==> config.mk <==
export PLATFORM = sky130hd
export DESIGN_NAME = uart_rx_core
export DESIGN_NICKNAME = d
export VERILOG_FILES = /design/src/rtl/uart_rx_core.sv
export SDC_FILE = /design/constraint.sdc
export NUM_CORES = 1
export LEC_CHECK = 0
export ABC_AREA = 1
export BUFFER_PORTS_ARGS = -buffer_cell sky130_fd_sc_hd__buf_2
export CORE_MARGIN = 2
export CORE_UTILIZATION = 50
export DETAILED_ROUTE_END_ITERATION = 6
export GPL_ROUTABILITY_DRIVEN = 0
export GPL_TIMING_DRIVEN = 0
export PLACE_DENSITY = 0.73
export SETUP_SLACK_MARGIN = 0.1
export SYNTH_ARGS = -nofsm -noshare
export SYNTH_HDL_FRONTEND = slang
export SYNTH_SLANG_ARGS = --single-unit
==> constraint.sdc <==
create_clock -name clk_50mhz -period 1.6 [get_ports clk_50mhz]
set_clock_uncertainty 0.05 [all_clocks]
set_input_delay 0.16 -clock clk_50mhz [delete_from_list [all_inputs] [get_ports clk_50mhz]]
set_output_delay 0.16 -clock clk_50mhz [all_outputs]
set_load 0.005 [all_outputs]
==> src/rtl/uart_rx_core.sv <==
// UART 8N1 receiver with 16x oversampling from the system clock.
// Delivers each good byte as a one-cycle strobe and flags bad stop bits.
module uart_rx_core #(
    parameter int FSYS_CLK   = 50_000_000,
    parameter int BAND_SET   = 115200,
    parameter int OVERSAMPLE = 16
) (
    input  logic       clk_50mhz,
    input  logic       rst_n,
    input  logic       uart_rxd,
    output logic [7:0] rx_data,
    output logic       rx_valid,
    output logic       rx_frame_err,
    output logic       rx_busy
);

    localparam int         DIV      = FSYS_CLK / (BAND_SET * OVERSAMPLE);
    localparam logic [4:0] DIV_LAST = 5'(DIV - 1);

    // Tick-counter values seen during the sampling tick (tick k has count k-1).
    localparam logic [7:0] START_MID = 8'd7;
    localparam logic [7:0] LAST_BIT  = 8'd135;
    localparam logic [7:0] STOP_MID  = 8'd151;

    typedef enum logic [2:0] {IDLE, START, DATA, STOP, WAIT_HIGH} state_t;

    state_t     state_reg, state_next;
    logic       sync1_reg, sync2_reg;
    logic [4:0] div_cnt_reg, div_cnt_next;
    logic [7:0] tick_cnt_reg, tick_cnt_next;
    logic [7:0] shift_reg, shift_next;
    logic [7:0] rx_data_reg, rx_data_next;
    logic       rx_valid_reg, rx_valid_next;
    logic       rx_frame_err_reg, rx_frame_err_next;
    logic       rx_busy_reg, rx_busy_next;
    logic       rxd_s;
    logic       tick;
    logic       cnt_clear;

    assign rxd_s = sync2_reg;
    assign tick  = (div_cnt_reg == DIV_LAST);

    always_ff @(posedge clk_50mhz or negedge rst_n) begin
        if (!rst_n) begin
            sync1_reg        <= 1'b1;
            sync2_reg        <= 1'b1;
            state_reg        <= IDLE;
            div_cnt_reg      <= '0;
            tick_cnt_reg     <= '0;
            shift_reg        <= '0;
            rx_data_reg      <= '0;
            rx_valid_reg     <= 1'b0;
            rx_frame_err_reg <= 1'b0;
            rx_busy_reg      <= 1'b0;
        end else begin
            sync1_reg        <= uart_rxd;
            sync2_reg        <= sync1_reg;
            state_reg        <= state_next;
            div_cnt_reg      <= div_cnt_next;
            tick_cnt_reg     <= tick_cnt_next;
            shift_reg        <= shift_next;
            rx_data_reg      <= rx_data_next;
            rx_valid_reg     <= rx_valid_next;
            rx_frame_err_reg <= rx_frame_err_next;
            rx_busy_reg      <= rx_busy_next;
        end
    end

    always_comb begin
        state_next        = state_reg;
        shift_next        = shift_reg;
        rx_data_next      = rx_data_reg;
        rx_valid_next     = 1'b0;
        rx_frame_err_next = 1'b0;
        cnt_clear         = 1'b0;

        case (state_reg)
            IDLE: begin
                if (!rxd_s) begin
                    state_next = START;
                    cnt_clear  = 1'b1;
                end
            end
            START: begin
                if (tick && tick_cnt_reg == START_MID)
                    state_next = rxd_s ? IDLE : DATA;
            end
            DATA: begin
                // Every data bit centre falls on a count with low nibble 7.
                if (tick && tick_cnt_reg[3:0] == 4'd7) begin
                    shift_next = {rxd_s, shift_reg[7:1]};
                    if (tick_cnt_reg == LAST_BIT)
                        state_next = STOP;
                end
            end
            STOP: begin
                if (tick && tick_cnt_reg == STOP_MID) begin
                    if (rxd_s) begin
                        rx_data_next  = shift_reg;
                        rx_valid_next = 1'b1;
                        state_next    = IDLE;
                    end else begin
                        rx_frame_err_next = 1'b1;
                        state_next        = WAIT_HIGH;
                    end
                end
            end
            WAIT_HIGH: begin
                if (rxd_s)
                    state_next = IDLE;
            end
            default: state_next = IDLE;
        endcase

        if (cnt_clear) begin
            div_cnt_next  = '0;
            tick_cnt_next = '0;
        end else if (tick) begin
            div_cnt_next  = '0;
            tick_cnt_next = tick_cnt_reg + 8'd1;
        end else begin
            div_cnt_next  = div_cnt_reg + 5'd1;
            tick_cnt_next = tick_cnt_reg;
        end

        rx_busy_next = (state_next != IDLE);
    end

    assign rx_data      = rx_data_reg;
    assign rx_valid     = rx_valid_reg;
    assign rx_frame_err = rx_frame_err_reg;
    assign rx_busy      = rx_busy_reg;

endmodule

==> results of run 1 <==
-- per-layer routing --
metal / vias up / share of wire, % / track usage (%) / wire (µm)
li1: 664 / - / - / -
met3: 7 / 2.9 / 4.865 / 104
met1: 635 / 44 / 24.35 / 1563
met4: 0 / 1.6 / 7.500 / 56
met2: 17 / 52 / 31.25 / 1841
met5: - / 0 / 0 / 0
-- cells by family (layout without fill, tap and decap cells) --
family          after synthesis  in the layout  synth area share (%)
buf+inv                      33             69                 8.068
compound gates               26             26                 10.73
xor+xnor                      3              3                 1.513
flops                        37             37                 53.46
simple gates                 88             88                 24.06
fa+ha+maj                     3              3                 2.162
-- what timing repair did --
item                                    4_1_cts  5_1_grt
hold endpoints to repair                     36        0
gates resized for setup                      14       26
buffers inserted                              7        5
endpoints found under the setup margin       20       25
pin swaps                                     1        5
gates cloned                                  1        0
hold buffers                                  2        0
-- power by group through the flow --
stage               Clock [mW]  Sequential [mW]  Combinational [mW]
finish                   0.530            0.942              0.0259
global route             0.593            0.943              0.0309
CTS                      0.544            0.942              0.0272
detailed placement           0            0.960              0.0238
global placement             0            0.960              0.0233
floorplan                    0            0.960             0.00227
-- through the flow --
step	utilization [%]	instances	setup WS [ns]	TNS, ns	area [µm²]
2_1_floorplan	-	190	0.09302	0	1747
3_3_place_gp	56.02	249	-0.04349	-0.1652	1869
3_5_place_dp	56.02	249	-0.06696	-0.3914	1869
4_1_cts	62.17	267	0.02756	0	2074
5_1_grt	66.07	272	-0.08994	-0.8435	2205
6_report	66.07	272	0.01621	0	2205
-- cell type report --
cell class / count / share of cell area [%]
buffer: 3 / 1.532
clock buffer: 7 / 2.497
clock inverter: 1 / 0.3405
inverter: 30 / 5.108
multi-input combinational: 120 / 35.75
sequential: 37 / 42.11
tap: 46 / 2.611
timing repair buffer: 28 / 10.05
-- synth_stat cells --
| library cell | n |
|---|---|
| a21oi_1 | 5 |
| and2_1 | 1 |
| buf_2 | 1 |
| buf_6 | 2 |
| dfrtp_1 | 35 |
| dfstp_2 | 2 |
| ha_1 | 3 |
| inv_1 | 29 |
| inv_2 | 1 |
| nand2_1 | 37 |
| nand2_2 | 5 |
| nand3_1 | 14 |
| nand4_1 | 1 |
| nand4_4 | 1 |
| nor2_1 | 21 |
| nor2_2 | 1 |
| nor2_4 | 2 |
| nor3_1 | 4 |
| nor3_4 | 1 |
| o21ai_0 | 5 |
| o21ai_1 | 1 |
| o21ai_2 | 15 |
| xnor2_1 | 1 |
| xor2_1 | 2 |
-- path summary, 6_finish.rpt --
check	slack [ns]	end	cells past startpoint	start
min in group asynchronous	0.37	rx_valid	2	rst_n
max reg2reg	0.02	rx_data[6]	10	div_cnt_reg[0]
max in group asynchronous	0.61	shift_reg[6]	2	rst_n
max	0.02	rx_data[6]	10	div_cnt_reg[0]
min	0.31	rxd_s	0	sync1_reg
min reg2reg	0.31	rxd_s	0	sync1_reg
==> results.py, run 1 <==
metrics = {
    "final_layout": {
        "seqCellArea_um2": 928.4,
        "nets": 231,
        "final_common_cell": "dfrtp_1",
        "diodes": 0,
        "final_cell_mix": "dfrtp_1 (35), inv_1 (27), nand2_1 (23)",
        "multiInputGateArea_um2": 788.3,
        "nFillCells": 283,
        "areaGrowthSynthToFinish_pct": 26.94,
        "drive_gt1_share_pct": 39.82,
    },
    "clock_network": {
        "cts_buffer_depth": 2,
        "clk_latency_ns": 0.35,
        "clockRootBuffer": "clkbuf_4",
        "cts_buffers": 5,
        "ctsHtreeMaxLevel": 2,
        "numClockSinks": 37,
        "cts_tree": "done",
        "clk_pin_slew_ns": 0.10,
    },
    "routing": {
        "routedWlPerCell_um": 13.11,
        "drtIter0Drc": 79,
        "viasPerCell": 4.864,
        "wl_mm": 3.565,
        "route.detailed.drc": 0,
        "ant_nets": 0,
        "firstDrtPassIters": 4,
        "vias": 1323,
    },
    "floorplanning": {
        "initial_core_util_pct": 52.04,
        "io_pins": 14,
        "die-area_um2": 3961,
        "core_region_area_um2": 3337,
        "num_rows": 21,
        "dieWidth_um": 62.94,
        "chipHeight_um": 62.94,
    },
    "grt": {
        "track_usage_pct": 19.15,
        "grt_pass1_wl_mm": 5.837,
        "antenna_found_initial": 0,
        "globalRoute.totalOverflow": 0,
        "grt_max_degree": 38,
        "grt_pass1_vias": 1290,
    },
    "power_and_ir_drop": {
        "power_density_nw_per_um2": 679.5,
        "internal_power_mw": 1.160,
        "pwr-share-seq_pct": 62.9,
        "clkPwrFrac_pct": 35.4,
        "netSwitchingFraction_pct": 22.55,
        "power_mw": 1.498,
        "p_switching_uw": 337.8,
        "leakage_nw": 1.088,
        "peakVddDrop_mv": 0.5669,
        "p_comb_share_pct": 1.7,
    },
    "synth": {
        "ys_types": 24,
        "ys_seq_elements": 37,
        "avgSynthCellArea_um2": 9.140,
        "synth_top_area_share_pct": 50.43,
        "synthTopCellsByArea": "dfrtp_1 (50%), nand2_1 (8.0%), o21ai_2 (7.6%)",
        "yosysTopAreaCell": "dfrtp_1",
        "ys_seq_area_share_pct": 53.46,
        "synthesis.nets": 196,
        "synthCells": 190,
        "yosysWarnings": 0,
        "syn_area_um2": 1737,
    },
    "status": {
        "status": "completed",
    },
    "timing": {
        "setup-violations-final": 0,
        "clock.fmax_ghz": 0.6314,
        "hold_ws_ns": 0.3134,
        "hold_violations": 0,
        "slew_viol_final": 0,
        "period_needed_ns": 1.584,
        "period_share_pct": 98.99,
        "relSlewSlack_pct": 46.06,
        "worst_pin_slew_ns": 0.8090,
        "rsz0062_at_grt": "true",
    },
    "critical_path": {
        "cp.arrival_ns": 1.77,
        "worst-path-buf-inv": 3,
        "crit_path_end_kind": "flop",
        "cp_cell_sequence": "inv_1 -> ha_2 -> nand2_4 -> inv_2 -> nand2_4 -> nor2_4 -> nand4_4 -> buf_4 -> nand2_1 -> o21ai_2",
        "worstPathRequired_ns": 1.79,
        "worstPathMaxFanout": 4,
        "cp-start-kind": "flop",
        "slowest_stage": "dfrtp_1",
        "critical_path_class": "flop to flop",
        "critPathMaxStageDelay_ns": 0.40,
        "path_delay_family": "simple AND/OR/NAND/NOR gates",
        "cpMostUsedCell": "nand2_4",
    },
    "placed_design": {
        "dpl.hpwl_mm": 2.042,
        "port_buffers": 13,
    },
    "flow_run": {
        "maxCapViolations": 0,
    },
    "hold_path": {
        "hold_path_class": "flop to flop",
    },
}
Note: power is estimated with default switching activity, not from simulation.
==> run 2: changes to the inputs <==
--- a/config.mk
+++ b/config.mk
@@ -7,8 +7,10 @@
 export LEC_CHECK = 0
 export ABC_AREA = 1
 export BUFFER_PORTS_ARGS = -buffer_cell sky130_fd_sc_hd__buf_2
+export CORE_ASPECT_RATIO = 1.5
 export CORE_MARGIN = 2
 export CORE_UTILIZATION = 50
+export CTS_BUF_LIST = sky130_fd_sc_hd__clkbuf_4 sky130_fd_sc_hd__clkbuf_8 sky130_fd_sc_hd__clkbuf_16
 export DETAILED_ROUTE_END_ITERATION = 6
 export GPL_ROUTABILITY_DRIVEN = 0
 export GPL_TIMING_DRIVEN = 0
==> run 2 against run 1 <==
Against the previous run: cell count is 2.2% lower; clock power is 79% higher; via count is 1.3% lower; die area is 0.24% higher; register-to-register slack hardly changed; critical path type unchanged; clock-buffer cell count is 2 lower; critical path depth stayed put; sequential share of layout area is 0.66 points lower; non-clock buffer count is 2 lower; largest cell class unchanged.
==> results.py, run 2 (synthesis gave the netlist of run 1 again) <==
metrics = {
    "timing": {
        "period_share_pct": 98.42,
        "hold_violations": 0,
        "setup-violations-final": 0,
        "rsz0062_at_grt": "true",
        "clock.fmax_ghz": 0.6351,
        "relSlewSlack_pct": 46.50,
        "period_needed_ns": 1.575,
        "hold_ws_ns": 0.3087,
        "slew_viol_final": 0,
        "worst_pin_slew_ns": 0.8026,
    },
    "power_and_ir_drop": {
        "power_density_nw_per_um2": 855.5,
        "peakVddDrop_mv": 0.9086,
        "leakage_nw": 1.111,
    },
    "grt": {
        "globalRoute.totalOverflow": 0,
        "grt_max_degree": 38,
        "grt_pass1_wl_mm": 5.099,
        "grt_pass1_vias": 1221,
        "track_usage_pct": 16.92,
        "antenna_found_initial": 0,
    },
    "placed_design": {
        "placed_cells": 245,
        "place_area_um2": 1864,
        "dpl.hpwl_mm": 2.006,
        "port_buffers": 13,
    },
    "clock_network": {
        "cts_buffers": 5,
        "ctsHtreeMaxLevel": 2,
        "clockRootBuffer": "clkbuf_8",
        "numClockSinks": 37,
        "clk_latency_ns": 0.29,
        "cts_tree": "done",
        "clk_pin_slew_ns": 0.07,
        "cts_buffer_depth": 2,
    },
    "final_layout": {
        "nets": 229,
        "stdcell_count": 266,
        "diodes": 0,
        "drive_gt1_share_pct": 37.95,
        "design_area_um2": 2240,
        "areaGrowthSynthToFinish_pct": 28.96,
        "final_cell_mix": "dfrtp_1 (35), nand2_1 (29), inv_1 (27)",
        "final_common_cell": "dfrtp_1",
    },
    "hold_path": {
        "holdCritStartpoint": "sync1_reg",
        "hold_depth": 0,
        "hold_end": "rxd_s",
        "hold_path_class": "flop to flop",
    },
    "critical_path": {
        "cp-start-kind": "flop",
        "r2r_end": "rx_data[3]",
        "cp.arrival_ns": 1.71,
        "worstPathMaxFanout": 4,
        "timing.rr.start": "div_cnt_reg[0]",
        "crit_path_end_kind": "flop",
        "worstPathRequired_ns": 1.73,
        "critical_path_class": "flop to flop",
        "rr_worst_depth": 10,
        "reg2reg_slack_ns": 0.03,
    },
    "routing": {
        "firstDrtPassIters": 4,
        "ant_nets": 0,
        "viasPerCell": 4.910,
        "drtIter0Drc": 38,
        "wl_mm": 3.156,
        "routedWlPerCell_um": 11.86,
        "route.detailed.drc": 0,
        "vias": 1306,
    },
    "floorplanning": {
        "chipHeight_um": 76.18,
        "dieWidth_um": 52.12,
        "num_rows": 26,
        "die-area_um2": 3971,
        "initial_core_util_pct": 51.83,
        "core_region_area_um2": 3351,
        "io_pins": 14,
    },
    "status": {
        "status": "completed",
    },
    "flow_run": {
        "maxCapViolations": 0,
    },
}
-- run 2: layout make-up --
cell class	count	area [µm²]
buffer	3	41.29
clock buffer	5	68.82
clock inverter	3	65.06
fill	274	1111
inverter	30	112.6
multi-input combinational	120	780.7
sequential	37	928.4
tap	42	52.55
timing repair buffer	26	190.2
-- run 2: critical path, cell delays in order, from the launching register on --
cell,delay [ns]
dfrtp_1,0.38
inv_1,0.06
ha_2,0.18
nand2_4,0.06
inv_2,0.06
nand2_4,0.06
nor2_4,0.17
nand4_4,0.13
buf_4,0.18
nand2_1,0.07
o21ai_2,0.06
-- run 2: metrics by stage --
| step | setup WS, ns | util, % | power, mW | TNS [ns] |
|---|---|---|---|---|
| 2_1_floorplan | 0.09302 | - | 0.9618 | 0 |
| 3_3_place_gp | -0.02202 | 55.64 | 0.9828 | -0.07562 |
| 3_5_place_dp | -0.04356 | 55.64 | 0.9833 | -0.1702 |
| 4_1_cts | 0.02656 | 61.24 | 1.936 | 0 |
| 5_1_grt | -0.09113 | 66.84 | 1.981 | -0.6102 |
| 6_report | 0.02533 | 66.84 | 1.916 | 0 |
-- run 2: worst max-delay path by stage --
stage	startpoint	to	slack, ns
6_report	div_cnt_reg[0]	rx_data[3]	0.03
5_1_grt	div_cnt_reg[0]	rx_data[3]	-0.09
4_1_cts	div_cnt_reg[0]	rx_data[4]	0.03
3_5_place_dp	div_cnt_reg[0]	rx_data[0]	-0.04
3_3_place_gp	div_cnt_reg[0]	rx_data[7]	-0.02
2_1_floorplan	div_cnt_reg[0]	rx_data[5]	0.09
-- run 2: routing by layer --
| layer | global-route usage (%) | up-vias | wire (µm) | share of wire, % |
|---|---|---|---|---|
| met4 | 7.105 | 0 | 53 | 1.7 |
| li1 | - | 659 | - | - |
| met2 | 29.49 | 16 | 1778 | 56 |
| met1 | 18.41 | 626 | 1236 | 39 |
| met3 | 4.706 | 5 | 86 | 2.7 |
| met5 | 0 | - | 0 | 0 |
-- run 2: repair_timing --
action / CTS / global route
setup buffers: 3 / 8
pin swaps: 1 / 6
hold buffers: 2 / 0
gates resized for setup: 3 / 33
hold endpoints to repair: 36 / 0
setup endpoints to repair: 20 / 24
-- run 2: report_power, final --
group	internal [mW]	leakage (nW)	switching [mW]
clock network	0.619	0.0681	0.329
registers	0.939	0.480	0.00255
logic	0.00560	0.563	0.0201
total	1.56	1.11	0.352
